==> src/rtl/cfg_dump_uart_tx.sv <==
// Purpose : dumps the channel configuration memory as UART 8N1 frames, ascending address order.
// Latency : tx falls 2 clocks after start is accepted; each byte takes 10*CLK_DIV clocks plus a 2-clock gap.
// Backpressure: none; start is ignored while busy and on the done cycle.
// Ports   : clk_TX clock, rst sync active-high reset, start dump request,
//           r_addr/r_data memory read port (registered read data, one clock latency),
//           tx serial line (idle high), busy dump in progress, done one-cycle completion pulse.
// Option  : define CFG_DUMP_CHECKSUM_EN to append an XOR-of-all-bytes frame after the last byte.
module cfg_dump_uart_tx #(
  parameter int CLK_DIV    = 434,
  parameter int FRAME_LEN  = 112,
  parameter int START_ADDR = 0
) (
  input  logic       clk_TX,
  input  logic       rst,
  input  logic       start,
  output logic [7:0] r_addr,
  input  logic [7:0] r_data,
  output logic       tx,
  output logic       busy,
  output logic       done
);

  typedef enum logic [2:0] {
    S_IDLE, S_FETCH, S_LOAD, S_START, S_DATA, S_STOP, S_DONE
  } state_t;

  localparam int             BW        = (CLK_DIV > 2) ? $clog2(CLK_DIV) : 1;
  localparam logic [BW-1:0]  BAUD_TOP  = BW'(CLK_DIV - 1);
  localparam logic [7:0]     ADDR0     = 8'(START_ADDR);
  localparam int             LAST_IDX  = (FRAME_LEN > 0) ? FRAME_LEN - 1 : 0;
  localparam logic [7:0]     LAST_BYTE = 8'(LAST_IDX);

  state_t        state;
  logic [BW-1:0] baud;
  logic [7:0]    byte_cnt;
  logic [2:0]    bit_idx;
  logic [7:0]    shreg;
`ifdef CFG_DUMP_CHECKSUM_EN
  logic [7:0]    csum_acc;
  logic          csum_phase;  // set while the trailing checksum frame is in flight
`endif

  always_ff @(posedge clk_TX) begin
    if (rst) begin
      state    <= S_IDLE;
      tx       <= 1'b1;
      busy     <= 1'b0;
      done     <= 1'b0;
      r_addr   <= ADDR0;
      byte_cnt <= '0;
      baud     <= '0;
      bit_idx  <= '0;
      shreg    <= '0;
`ifdef CFG_DUMP_CHECKSUM_EN
      csum_acc   <= '0;
      csum_phase <= 1'b0;
`endif
    end else begin
      done <= 1'b0;
      case (state)
        S_IDLE: begin
          if (start) begin
            r_addr   <= ADDR0;
            byte_cnt <= '0;
`ifdef CFG_DUMP_CHECKSUM_EN
            // An empty dump still sends the (zero) checksum frame.
            csum_acc   <= '0;
            csum_phase <= (FRAME_LEN == 0);
            busy       <= 1'b1;
            state      <= S_FETCH;
`else
            if (FRAME_LEN == 0) begin
              done  <= 1'b1;
              busy  <= 1'b0;
              state <= S_DONE;
            end else begin
              busy  <= 1'b1;
              state <= S_FETCH;
            end
`endif
          end
        end

        // r_addr is already valid; this cycle covers the RAM's registered read.
        S_FETCH: state <= S_LOAD;

        S_LOAD: begin
`ifdef CFG_DUMP_CHECKSUM_EN
          if (csum_phase) begin
            shreg <= csum_acc;
          end else begin
            shreg    <= r_data;
            csum_acc <= csum_acc ^ r_data;
          end
`else
          shreg <= r_data;
`endif
          tx    <= 1'b0;
          baud  <= BAUD_TOP;
          state <= S_START;
        end

        S_START: begin
          if (baud == '0) begin
            tx      <= shreg[0];
            baud    <= BAUD_TOP;
            bit_idx <= '0;
            state   <= S_DATA;
          end else begin
            baud <= baud - 1'b1;
          end
        end

        S_DATA: begin
          if (baud == '0) begin
            baud <= BAUD_TOP;
            if (bit_idx == 3'd7) begin
              tx    <= 1'b1;
              state <= S_STOP;
            end else begin
              // shreg[0] is on the line; present the next bit and shift.
              tx      <= shreg[1];
              shreg   <= {1'b0, shreg[7:1]};
              bit_idx <= bit_idx + 1'b1;
            end
          end else begin
            baud <= baud - 1'b1;
          end
        end

        S_STOP: begin
          if (baud == '0) begin
`ifdef CFG_DUMP_CHECKSUM_EN
            if (csum_phase) begin
              done       <= 1'b1;
              busy       <= 1'b0;
              tx         <= 1'b1;
              r_addr     <= ADDR0;
              csum_phase <= 1'b0;
              state      <= S_DONE;
            end else if (byte_cnt == LAST_BYTE) begin
              // Checksum frame reuses the FETCH/LOAD gap; address is left alone.
              csum_phase <= 1'b1;
              state      <= S_FETCH;
            end else begin
              byte_cnt <= byte_cnt + 1'b1;
              r_addr   <= r_addr + 1'b1;
              state    <= S_FETCH;
            end
`else
            if (byte_cnt == LAST_BYTE) begin
              done   <= 1'b1;
              busy   <= 1'b0;
              tx     <= 1'b1;
              r_addr <= ADDR0;
              state  <= S_DONE;
            end else begin
              byte_cnt <= byte_cnt + 1'b1;
              r_addr   <= r_addr + 1'b1;  // wraps modulo 256
              state    <= S_FETCH;
            end
`endif
          end else begin
            baud <= baud - 1'b1;
          end
        end

        // done was raised on entry; a start seen here is dropped.
        S_DONE: state <= S_IDLE;

        default: state <= S_IDLE;
      endcase
    end
  end

endmodule

==> config.mk <==
export PLATFORM = sky130hd
export DESIGN_NAME = cfg_dump_uart_tx
export DESIGN_NICKNAME = d
export VERILOG_FILES = /design/src/rtl/cfg_dump_uart_tx.sv
export SDC_FILE = /design/constraint.sdc
export NUM_CORES = 1
export LEC_CHECK = 0
export CORE_MARGIN = 1
export CORE_UTILIZATION = 51
export CTS_CLUSTER_SIZE = 16
export DETAILED_ROUTE_END_ITERATION = 8
export GPL_ROUTABILITY_DRIVEN = 0
export PLACE_DENSITY_LB_ADDON = 0.3
export SLEW_MARGIN = 0
export SYNTH_ARGS = -nofsm -noshare
export SYNTH_HDL_FRONTEND = slang
export SYNTH_SLANG_ARGS = --single-unit
==> constraint.sdc <==
create_clock -name clk_TX -period 1.8 [get_ports clk_TX]
set_input_delay 0.27 -clock clk_TX [delete_from_list [all_inputs] [get_ports clk_TX]]
set_output_delay 0.27 -clock clk_TX [all_outputs]
set_load 0.03 [all_outputs]
==> flow_summary.yaml <==
cells_and_area:
  nNetsFinal: 335
  final_layout_size_suffix_gt1_share_pct: 24.8
  design_area_um2: 2980
  diodes: 0
  area_delta_synth_final_pct: 35.1
sta:
  hold_violations: 0
  period_needed_ns: 1.82
  final.period_utilization_pct: 101
  setup_tns_ns: -0.0351
  rsz0062_at_grt: "true"
  tightest_slew_ns: 0.395
  relSlewSlack_pct: 73.4
  drv_slew: 0
  finalSetupViolations: 2
  setup_ws_ns: -0.0208
  fin_skew_ns: 0.00463
  max_freq_mhz: 549
logic_synthesis:
  ys_seq_area_share_pct: 38.1
  synth_area_um2: 2210
  synth_fp_nets: 279
  synth_top_area_cell: "dfxtp_1"
  synth_top_area_share_pct: 38.1
  synthFlopType: "dfxtp_1"
  synth_commonest_cells: "42 x dfxtp_1, 32 x nor2_1, 23 x a21oi_1"
  synth-warning-count: 0
  yosysMostFrequentCell: "dfxtp_1"
  synthesis.instances: 262
  synth-async-reset-ratio_pct: 0
  synth.ff_latch_count: 42
  synth_area_leaders: "dfxtp_1 38%, nor2_1 5.4%, a21oi_1 5.2%"
  syn_area_per_cell_um2: 8.42
  synth_edf_count: 0
  ys_types: 49
critical_path:
  path_cells: "or3_4 -> nor4_4 -> nand2_2 -> or4_1 -> a21oi_1"
  path_max_fanout: 5
  required_ns: 2.03
  startpoint_type: "flip-flop"
  critPathMaxStageDelay_ns: 0.42
  path_class: "flip-flop to flip-flop"
  slowest_stage: "or3_4"
  arrival_ns: 2.05
  cp-end-kind: "flip-flop"
global_routing:
  track_usage_pct: 25.7
  first_global_vias: 2036
  antenna_found_initial: 0
  grt_max_degree: 16
  grt_pass1_wl_um: 8930
  overflow: 0
place:
  portBuffers: 21
  hpwl_um: 3830
  post_dp_cell_area_um2: 2710
drt:
  firstDrtPassIters: 4
  via_count: 2186
  wl_per_cell_um: 15.4
  ant_nets: 0
  via_per_inst: 5.92
  wl_um: 5670
  drc_errors: 0
  drt_iter0_drc: 101
clocking:
  clk_latency_ns: 0.29
  cts_buffers: 5
  ctsHoldBuffers: 0
  cts_buffer_depth: 2
  cts_sinks: 42
  path_clk_slew_ns: 0.08
  root_buffer: "clkbuf_8"
  cts_tree: "yes"
  cts_max_level: 2
floorplanning:
  die-area_um2: 4590
  fp.coreArea_um2: 4090
  die_w_um: 67.8
  io_pins: 22
  die_y_um: 67.8
  initial_utilization_pct: 54.0
  fp-row-count: 23
status:
  violations: "negative setup slack"
  status: "finished with violations"
run:
  drv_cap: 0
power:
  powerDensity_nw_per_um2: 1250
  ir_drop_mv: 0.893
  p_leak_nw: 1.09
min_path:
  min_path_type: "flip-flop to flip-flop"
==> critical path: cells and delay by family (launching register included) <==
kind,cells,cell delay (ns)
AND/OR/NAND/NOR,4,1.27
flip-flops,1,0.35
AO/OA/AOI/OAI,1,0.13
==> flip-flops by register name, indices dropped and copies added (netlist names) <==
signal	flops
shreg	8
byte_cnt	8
baud	9
tx	1
busy	1
state	3
done	1
bit_idx	3
r_addr	8
==> power breakdown <==
group	total (mW)	leakage, nW	switching, mW	internal, mW
combinational	1.76	0.690	0.932	0.831
clock	0.741	0.0524	0.326	0.415
sequential	1.22	0.344	0.138	1.09
==> through the flow <==
step                      cells  setup WS [ns]  hold WS, ns  util, %  power [mW]
final                       369        -0.0208        0.469     72.9        3.73
after CTS                   363        0.00503        0.470     68.9        3.47
after global placement      355         0.0158        0.444     66.3        2.69
after floorplan             262         0.0159        0.430        -        2.17
after detailed placement    355     -0.0000243        0.459     66.3        2.73
after global routing        369        -0.0995        0.500     72.9        3.93
==> layout by cell type (no fill, tap or decap), types with 5 or more instances in the layout <==
cell type and instances:
nor2_1 32, dfxtp_2 5, o21ai_0 9, dfxtp_1 37
xor2_1 5, a21oi_1 21, nand3_1 10, nand3b_1 5
nor3_1 13, a211oi_1 6, o21ai_1 5, clkdlybuf4s50_1 21
nand2_1 10, mux2i_1 8, clkbuf_8 5, buf_4 38
xnor2_1 6
==> routing by layer <==
layer  wire length [um]  GRT usage (%)  part of all wire [%]
met1               2550           33.1                    45
met2               2750           42.8                    48
met3                251           4.05                   4.4
met4                118           9.04                   2.1
met5                  0              0                     0
==> logic make-up after synthesis <==
kind of cell    Yosys count  synth area share [%]
buf+inv                  14                  2.55
xor+xnor                 12                  4.76
flops                    42                  38.1
simple gates            110                  27.8
compound gates           70                  19.7
mux                       8                  3.63
fa+ha+maj                 6                  3.40
==> final timing paths <==
path / from / end / slack [ns] / cells after the start
setup reg to reg: baud[2] / r_addr[7] / -0.02 / 5
hold / removal: bit_idx[2] / bit_idx[2] / 0.47 / 2
hold reg to reg: bit_idx[2] / bit_idx[2] / 0.47 / 2
setup / recovery: baud[2] / r_addr[7] / -0.02 / 5
==> timing repair <==
| item | CTS | global route |
|---|---|---|
| endpoints found under the setup margin | 0 | 28 |
| resized for setup | 0 | 29 |
| setup buffers | 0 | 5 |
==> cell type report <==
| class | count | area (um^2) |
|---|---|---|
| multi-input combinational | 206 | 1420 |
| fill | 301 | 1110 |
| sequential | 42 | 847 |
| timing repair buffer | 61 | 541 |
| clock buffer | 7 | 76.3 |
| tap | 50 | 62.6 |
| clock inverter | 1 | 30.0 |
| inverter | 2 | 7.51 |
Power figures use the tool's default switching activity.
